$ cat src/rtl/coord_stream_feeder_if.sv
// Bundle of the reader-side and merger-side signals of one coord_stream_feeder lane.
//   start      : 1-cycle pulse, begin accepting a new fiber
//   in_valid   : reader has a coordinate on in_coord
//   in_ready   : feeder accepts in_coord this cycle
//   in_coord   : incoming coordinate, sorted ascending within a fiber
//   in_last    : in_coord is the last element of the fiber
//   fetch_next : merger pops the current head
//   coord      : head coordinate, or all-ones sentinel when nothing is buffered
//   head_valid : coord holds a real element
//   fiber_done : last element has been popped
//   underflow  : sticky, pop seen on an empty FIFO while streaming
// The feeder uses the slave modport. The environment (reader + merger) uses the master modport.
interface coord_stream_feeder_if #(
  parameter int unsigned COORD_W = 64
);
  logic               start;
  logic               in_valid;
  logic               in_ready;
  logic [COORD_W-1:0] in_coord;
  logic               in_last;
  logic               fetch_next;
  logic [COORD_W-1:0] coord;
  logic               head_valid;
  logic               fiber_done;
  logic               underflow;

  modport master (
    output start, in_valid, in_coord, in_last, fetch_next,
    input  in_ready, coord, head_valid, fiber_done, underflow
  );

  modport slave (
    input  start, in_valid, in_coord, in_last, fetch_next,
    output in_ready, coord, head_valid, fiber_done, underflow
  );
endinterface

$ cat src/rtl/coord_stream_feeder.sv
// Per-lane input buffer in front of the quaternary merger. It buffers one sorted fiber
// in a small FIFO and presents the FIFO head on coord. The merger pops the head with
// fetch_next. When the FIFO is empty, coord is the all-ones sentinel, so the merger's
// min-select never picks this lane.
// Ports:
//   clock : rising-edge clock
//   reset : asynchronous, active-low
//   bus   : coord_stream_feeder_if.slave (reader handshake, merger head/pop, status)
module coord_stream_feeder #(
  parameter int unsigned COORD_W = 64,
  parameter int unsigned DEPTH   = 4,
  parameter int unsigned PTR_W   = 2
) (
  input logic                  clock,
  input logic                  reset,
  coord_stream_feeder_if.slave bus
);

  localparam logic [PTR_W:0] DepthCnt = (PTR_W+1)'(DEPTH);

  typedef enum logic [1:0] {StIdle, StStream, StDrain, StDone} state_e;

  state_e             state_q, state_d;
  logic [PTR_W-1:0]   wr_ptr_q, wr_ptr_d;
  logic [PTR_W-1:0]   rd_ptr_q, rd_ptr_d;
  logic [PTR_W:0]     count_q, count_d;
  logic               underflow_q, underflow_d;
  logic [COORD_W-1:0] coord_mem_q [DEPTH];
  logic               last_mem_q  [DEPTH];

  logic in_ready;
  logic push;
  logic pop;
  logic empty;

  always_comb begin
    empty       = (count_q == '0);
    in_ready    = (state_q == StStream) && (count_q < DepthCnt);
    push        = bus.in_valid && in_ready;
    // A pop on an empty FIFO is dropped: no pointer move.
    pop         = bus.fetch_next && !empty;
    state_d     = state_q;
    wr_ptr_d    = push ? wr_ptr_q + 1'b1 : wr_ptr_q;
    rd_ptr_d    = pop ? rd_ptr_q + 1'b1 : rd_ptr_q;
    count_d     = count_q;
    underflow_d = underflow_q;

    if (push && !pop) begin
      count_d = count_q + 1'b1;
    end else if (pop && !push) begin
      count_d = count_q - 1'b1;
    end

    if (bus.fetch_next && empty && (state_q == StStream)) begin
      underflow_d = 1'b1;
    end

    unique case (state_q)
      StIdle: begin
        if (bus.start) begin
          state_d     = StStream;
          underflow_d = 1'b0;
        end
      end
      StStream: begin
        if (push && bus.in_last) begin
          state_d = StDrain;
        end
      end
      StDrain: begin
        // The last-flagged entry is the final one in the FIFO. Popping it exhausts the lane.
        if (pop && last_mem_q[rd_ptr_q]) begin
          state_d = StDone;
        end
      end
      StDone: begin
        if (bus.start) begin
          state_d     = StStream;
          underflow_d = 1'b0;
        end
      end
      default: state_d = StIdle;
    endcase
  end

  always_ff @(posedge clock or negedge reset) begin
    if (!reset) begin
      state_q     <= StIdle;
      wr_ptr_q    <= '0;
      rd_ptr_q    <= '0;
      count_q     <= '0;
      underflow_q <= 1'b0;
    end else begin
      state_q     <= state_d;
      wr_ptr_q    <= wr_ptr_d;
      rd_ptr_q    <= rd_ptr_d;
      count_q     <= count_d;
      underflow_q <= underflow_d;
    end
  end

  // Storage needs no reset. count_q gates every read of it.
  always_ff @(posedge clock) begin
    if (push) begin
      coord_mem_q[wr_ptr_q] <= bus.in_coord;
      last_mem_q[wr_ptr_q]  <= bus.in_last;
    end
  end

  assign bus.in_ready   = in_ready;
  assign bus.coord      = empty ? {COORD_W{1'b1}} : coord_mem_q[rd_ptr_q];
  assign bus.head_valid = !empty;
  assign bus.fiber_done = (state_q == StDone);
  assign bus.underflow  = underflow_q;

endmodule
$ cat src/flat_wrapper.sv
// flat-port wrapper written by rule: the top's interface ports become plain ports
module coord_stream_feeder_flat 
#(
  parameter int unsigned COORD_W = 64,
  parameter int unsigned DEPTH   = 4,
  parameter int unsigned PTR_W   = 2
)
  (clock, reset, bus_start, bus_in_valid, bus_in_coord, bus_in_last, bus_fetch_next, bus_in_ready, bus_coord, bus_head_valid, bus_fiber_done, bus_underflow);
  coord_stream_feeder_if #(.COORD_W(COORD_W)) bus_i ();
  input logic clock;
  input logic reset;
  input wire logic [$bits(bus_i.start)-1:0] bus_start;
  input wire logic [$bits(bus_i.in_valid)-1:0] bus_in_valid;
  input wire logic [$bits(bus_i.in_coord)-1:0] bus_in_coord;
  input wire logic [$bits(bus_i.in_last)-1:0] bus_in_last;
  input wire logic [$bits(bus_i.fetch_next)-1:0] bus_fetch_next;
  output wire logic [$bits(bus_i.in_ready)-1:0] bus_in_ready;
  output wire logic [$bits(bus_i.coord)-1:0] bus_coord;
  output wire logic [$bits(bus_i.head_valid)-1:0] bus_head_valid;
  output wire logic [$bits(bus_i.fiber_done)-1:0] bus_fiber_done;
  output wire logic [$bits(bus_i.underflow)-1:0] bus_underflow;
  assign bus_i.start = bus_start;
  assign bus_i.in_valid = bus_in_valid;
  assign bus_i.in_coord = bus_in_coord;
  assign bus_i.in_last = bus_in_last;
  assign bus_i.fetch_next = bus_fetch_next;
  assign bus_in_ready = bus_i.in_ready;
  assign bus_coord = bus_i.coord;
  assign bus_head_valid = bus_i.head_valid;
  assign bus_fiber_done = bus_i.fiber_done;
  assign bus_underflow = bus_i.underflow;
  coord_stream_feeder #(.COORD_W(COORD_W), .DEPTH(DEPTH), .PTR_W(PTR_W)) u_core (.clock(clock), .reset(reset), .bus(bus_i));
endmodule
$ cat config.mk
export PLATFORM = sky130hd
export DESIGN_NAME = coord_stream_feeder_flat
export DESIGN_NICKNAME = d
export VERILOG_FILES = /design/src/rtl/coord_stream_feeder_if.sv /design/src/rtl/coord_stream_feeder.sv /design/src/flat_wrapper.sv
export SDC_FILE = /design/constraint.sdc
export NUM_CORES = 1
export LEC_CHECK = 0
export CAP_MARGIN = 10
export CORE_MARGIN = 2
export CORE_UTILIZATION = 55
export CTS_CLUSTER_SIZE = 14
export DETAILED_ROUTE_END_ITERATION = 7
export PLACE_DENSITY = 0.84
export SLEW_MARGIN = 20
export SYNTH_ARGS = -nofsm -noshare
export SYNTH_HDL_FRONTEND = slang
export SYNTH_SLANG_ARGS = --single-unit
$ cat constraint.sdc
create_clock -name clock -period 7 [get_ports clock]
set_clock_uncertainty 0.1 [all_clocks]
set_input_delay 1.05 -clock clock [delete_from_list [all_inputs] [get_ports clock]]
set_output_delay 1.05 -clock clock [all_outputs]
set_load 0.02 [all_outputs]
[Yosys cells after proc, flatten, opt, wreduce, memory -nomap -nowiden]
Memory sizes are Yosys's and may differ from the RTL's.
Index checks and enable logic that the tools add are counted.
Cells by class
  $lt $le $gt $ge: 1
  mux-type cells: 12
  equality and inequality tests: 6
  reduce and logical (&&, ||, !) cells: 17
  add/sub/neg operators: 4
Operators with widths (number)
  $mux 64: 1
  $logic_and 1x1->1: 9
  $mux 2: 3
  $mux 3: 2
  $pmux 2 s3: 1
  $mux 1: 5
  $add 2x1->2 const B: 2
  $eq 2x2->1 const B: 2
  $ne 2x1->1 const B: 2
  $add 3x1->3 const B: 1
  $logic_not 1->1: 3
  $logic_not 3->1: 1
  $lt 3x3->1 const B: 1
  $reduce_and 3->1: 1
  $sub 3x1->3 const B: 1
  $eq 2x1->1 const B: 1
  $logic_not 2->1: 1
  $ne 2x2->1 const B: 1
  $reduce_bool 2->1: 1
  $reduce_or 2->1: 1
Storage, ports and cells
  input port bits: 70
  memories: 2
  memory bits (writable): 260
  output and inout bits: 68
  logic and storage cells: 47
  register bits: 10
Memory list
  u_core.coord_mem_q: words 4, width 64, read ports 1, clocked after memory_dff 0, wr ports 1, line coord_stream_feeder.sv:28  | logic [COORD_W-1:0] coord_mem_q [DEPTH];
  u_core.last_mem_q: words 4, width 1, read ports 1, clocked after memory_dff 0, wr ports 1, line coord_stream_feeder.sv:29  | logic last_mem_q [DEPTH];

[Logic depth before layout (Yosys ltp)]
  word-level depth: 7
  depth in mapped cells: 10
  gate-level depth less buffers: 10

[Worst setup path before layout]
OpenSTA, ideal clock, no wires.
  kind: register -> register
  start point: register u_core.state_q[1]
  end point: memory u_core.coord_mem_q[1][0], enable pin
  arrival: 2776 ps
  buffers on the path: 0
  cell stages (with the launch flop): 5
  slack: 3694 ps
  data required time: 6470 ps
  clock period less this slack: 3306 ps
  setup time: 430 ps
  cells stage by stage: dfrtp_1 -> inv_1 -> ha_1 -> nor2b_1 -> and3_1
On the way
  cells in the longest elaborated chain, start to end: 5
RTL lines
  from (decl): line coord_stream_feeder.sv:23  | state_e state_q, state_d;
  from (signal assigned): line coord_stream_feeder.sv:88  | state_q <= StIdle;
  from (signal assigned): line coord_stream_feeder.sv:94  | state_q <= state_d;
  $eq 2x1->1: line coord_stream_feeder.sv:38  | in_ready = (state_q == StStream) && (count_q < DepthCnt);
  $logic_and 1x1->1: line coord_stream_feeder.sv:38
  named net bus_in_ready: line flat_wrapper.sv:17  | output wire logic [$bits(bus_i.in_ready)-1:0] bus_in_ready;
  $logic_and 1x1->1: line coord_stream_feeder.sv:39  | push = bus.in_valid && in_ready;
  $mux 1: line coord_stream_feeder.sv:104  | if (push) begin
  $mux 1 (not written as such): line coord_stream_feeder.sv:105  | coord_mem_q[wr_ptr_q] <= bus.in_coord;
  to (decl): line coord_stream_feeder.sv:28
The timed path passes the listed nets, and every way through them passes these cells.

[Final worst setup path]
  start point: register u_core.rd_ptr_q[0]
  end point: output port bus_coord[1]
On the way
  cells in the longest elaborated chain, start to end: 2
RTL lines
  from (decl): line coord_stream_feeder.sv:25  | logic [PTR_W-1:0] rd_ptr_q, rd_ptr_d;
  from (signal assigned): line coord_stream_feeder.sv:96  | rd_ptr_q <= rd_ptr_d;
  $mem_v2 4x64
  $mux 64: line coord_stream_feeder.sv:111  | assign bus.coord = empty ? {COORD_W{1'b1}} : coord_mem_q[rd_ptr_q];
  to (decl): line flat_wrapper.sv:18  | output wire logic [$bits(bus_i.coord)-1:0] bus_coord;
No other way between the ends.

==> results.yml <==
floorplanning:
  die_h_um: 141.8
  core-area_sq_mm: 0.01864
  start_util: 0.5599
  die_w_um: 141.8
  die_area_sq_mm: 0.02010
  rows: 50
  boundaryPins: 138
finish:
  fin_nets: 690
  fin_cells: 862
  drive_above_1_share: 0.2102
  antenna_cells: 0
  stdcell_area_sq_mm: 0.01275
  syn_to_final_growth_pct: 22.19
  fin_util: 0.6842
synth:
  synth_seq_area_share: 0.7719
  synth_top_area_frac: 0.7479
  synthMuxAreaShare: 0.1454
  syn-cell-area_sq_mm: 0.01044
  post_synth_inst_count: 465
  synth_xor_area_frac: 0.005034
  yosys_warnings: 0
  yosys.area_share.adder: 0.01151
  synth_top_family_by_area: "multiplexers"
  synth_seq_cells: 270
  synth_area_leaders: "edfxtp_1 75%, mux4_2 13%, dfrtp_1 2.4%, or2_1 2.3%, or2_2 1.6%"
  yosysUniqueCellTypes: 29
  synth_compound_area_frac: 0.003236
  yosysTopAreaCell: "edfxtp_1"
  synthSimpleGateAreaFrac: 0.04507
  avgSynthCellArea_sq_um: 22.45
  syn_nets: 544
sta:
  max_freq_mhz: 213.5
  final-hold-violation-count: 0
  holdWs_ns: 0.4576
  max_slew_margin: 0.3277
  setup_viol: 0
  layout_min_cycle_time_ns: 4.685
  slew_violations: 0
  rsz0062_at_grt: "no"
  setup_tns_ns: 0
  tightest_slew_ns: 1.008
  setup_ws_ns: 2.315
  period_share: 0.6692
global_routing:
  busiest_layer: "met2"
  grtUsageTotal: 0.1872
  grt_first_pass_wirelength_um: 28810
  grt_max_degree: 67
  grt_overflow: 0
  use_met2: 0.3235
  met3_usage: 0.03982
  met1_usage: 0.2439
  antenna_found_initial: 0
  grt_pass1_vias: 5295
detailed_routing:
  totalWireLength_um: 18340
  drc_errors: 0
  first_pass_iters: 4
  vias: 4909
  wl_per_cell_um: 21.28
  drtIter0Drc: 258
  antenna_left: 0
  via_per_inst: 5.695
critical_path:
  reg2reg_from: "u_core.state_q[1]"
  worstPathCellList: "buf_4 > mux4_1 > or2_2 > clkdlybuf4s50_1"
  slowest_stage: "dfrtp_4"
  path_class: "reg -> out"
  startpoint_type: "flip-flop"
  ff2ff_setup_slack_ns: 4.23
  cp_max_fo: 48
  crit_arrival_ns: 3.53
  rr_endpoint: "u_core.count_q[2]"
  max_stage_delay_ns: 1.06
  worstPathRequired_ns: 5.85
  end_kind: "output port"
  reg2reg_depth: 10
cts:
  cts-root-buf: "clkbuf_16"
  clockBufferDepth: 3
  postCtsResizedCells: 0
  clk_latency_ns: 0.51
  numCtsBuffers: 26
  hold_buffers: 0
  cts_setup_buffers: 0
  cts_tree: "built"
  htree_levels: 1
  clock_sinks: 270
  cts.clk_slew.worst_paths_ns: 0.06
min_path:
  min_path_type: "reg -> reg"
  hp-start: "u_core.count_q[2]"
  timing.hold.worst_endpoint: "u_core.count_q[2]"
  hold_depth: 1
run_status:
  status: "completed"
placed_design:
  dp_slack_ns: 2.752
  finalWeightedCongestion: 0.7259
  hpwl_um: 10400
  dpl.cell_count: 817
  io_buffers: 137
  placed_cell_area_sq_mm: 0.01200
power_and_ir_drop:
  vdd_drop_max_v: 0.0002483
  p_leak_nw: 4.209
  p_per_area_mw_per_mm2: 408.2
  power_mw: 5.207
job:
  cap_violations: 0
-- placed cells by master (no fill, tap or decap), types with 2 or more instances in the layout --
| cell type | synthesis | routed |
|---|---|---|
| buf_4 | 0 | 3 |
| dfrtp_4 | 0 | 2 |
| clkbuf_16 | 0 | 27 |
| clkinv_2 | 0 | 8 |
| nand2_1 | 2 | 2 |
| xor2_1 | 2 | 2 |
| or2_1 | 38 | 38 |
| mux2i_1 | 2 | 2 |
| inv_1 | 8 | 8 |
| mux4_1 | 6 | 6 |
| clkdlybuf4s50_1 | 0 | 137 |
| clkinv_1 | 0 | 6 |
| clkbuf_1 | 10 | 4 |
| and3_4 | 0 | 4 |
| xnor2_1 | 4 | 4 |
| a31oi_1 | 2 | 2 |
| dfrtp_1 | 10 | 8 |
| mux4_2 | 59 | 59 |
| edfxtp_1 | 260 | 260 |
| or2_2 | 26 | 26 |
| ha_1 | 8 | 8 |
| nor2_1 | 2 | 2 |
-- flip-flops by register name (all words and copies together), names as in the netlist --
name,cells
u_core.count_q,3
u_core.state_q,2
u_core.coord_mem_q,256
u_core.wr_ptr_q,2
u_core.bus.underflow,1
u_core.last_mem_q,4
u_core.rd_ptr_q,2
-- worst max-delay path: cells and delay by family, from the launching register on --
kind          cells  cell delay (ns)
flops             1             1.06
simple gates      1             0.29
mux               1             0.61
buf+inv           2             1.04
-- cell usage after synthesis, drive strengths merged --
library cell / count
a31oi: 2
nor3: 1
edfxtp: 260
mux2: 1
and3: 4
o21ai: 1
mux4: 65
dfrtp: 10
or2: 64
ha: 8
nand3: 1
a221o: 1
xor2: 2
fa: 1
buf: 12
nand3b: 1
a21oi: 1
clkbuf: 10
mux2i: 2
nor2b: 1
inv: 8
nand2: 2
nor2: 2
and2: 1
xnor2: 4
-- layer usage --
| layer | up-vias | part of all wire |
|---|---|---|
| li1 | 2180 | - |
| met2 | 154 | 0.51 |
| met5 | - | 0 |
| met4 | 0 | 0.021 |
| met3 | 29 | 0.057 |
| met1 | 2546 | 0.41 |
-- final cells by class --
class	count	area (sq um)
multi-input combinational	165	2220
clock inverter	14	62.56
timing repair buffer	140	1394
sequential	270	8065
clock buffer	31	690.7
fill	1161	5888
tap	234	292.8
inverter	8	30.03
-- report_power, final --
| group | switching, mW | leakage [nW] | internal, mW |
|---|---|---|---|
| Combinational | 0.814 | 1.37 | 1.02 |
| Clock | 0.543 | 0.378 | 0.696 |
| Sequential | 0.208 | 2.46 | 1.93 |
| Total | 1.57 | 4.21 | 3.64 |
-- worst max-delay path by stage --
stage / startpoint / end
finish: u_core.rd_ptr_q[0] / bus_coord[1]
global route: u_core.rd_ptr_q[0] / bus_coord[1]
CTS: u_core.rd_ptr_q[0] / bus_coord[1]
detailed placement: u_core.rd_ptr_q[0] / bus_coord[1]
global placement: u_core.rd_ptr_q[0] / bus_coord[4]
floorplan: u_core.state_q[1] / u_core.coord_mem_q[1][0]
-- kinds of logic (layout without fill, tap and decap cells) --
logic type,count (synthesis),after routing
flops,270,270
fa+ha+maj,9,9
simple gates,77,77
mux,68,68
buf+inv,30,193
xor+xnor,6,6
compound gates,5,5
Power figures use the tool's default switching activity.
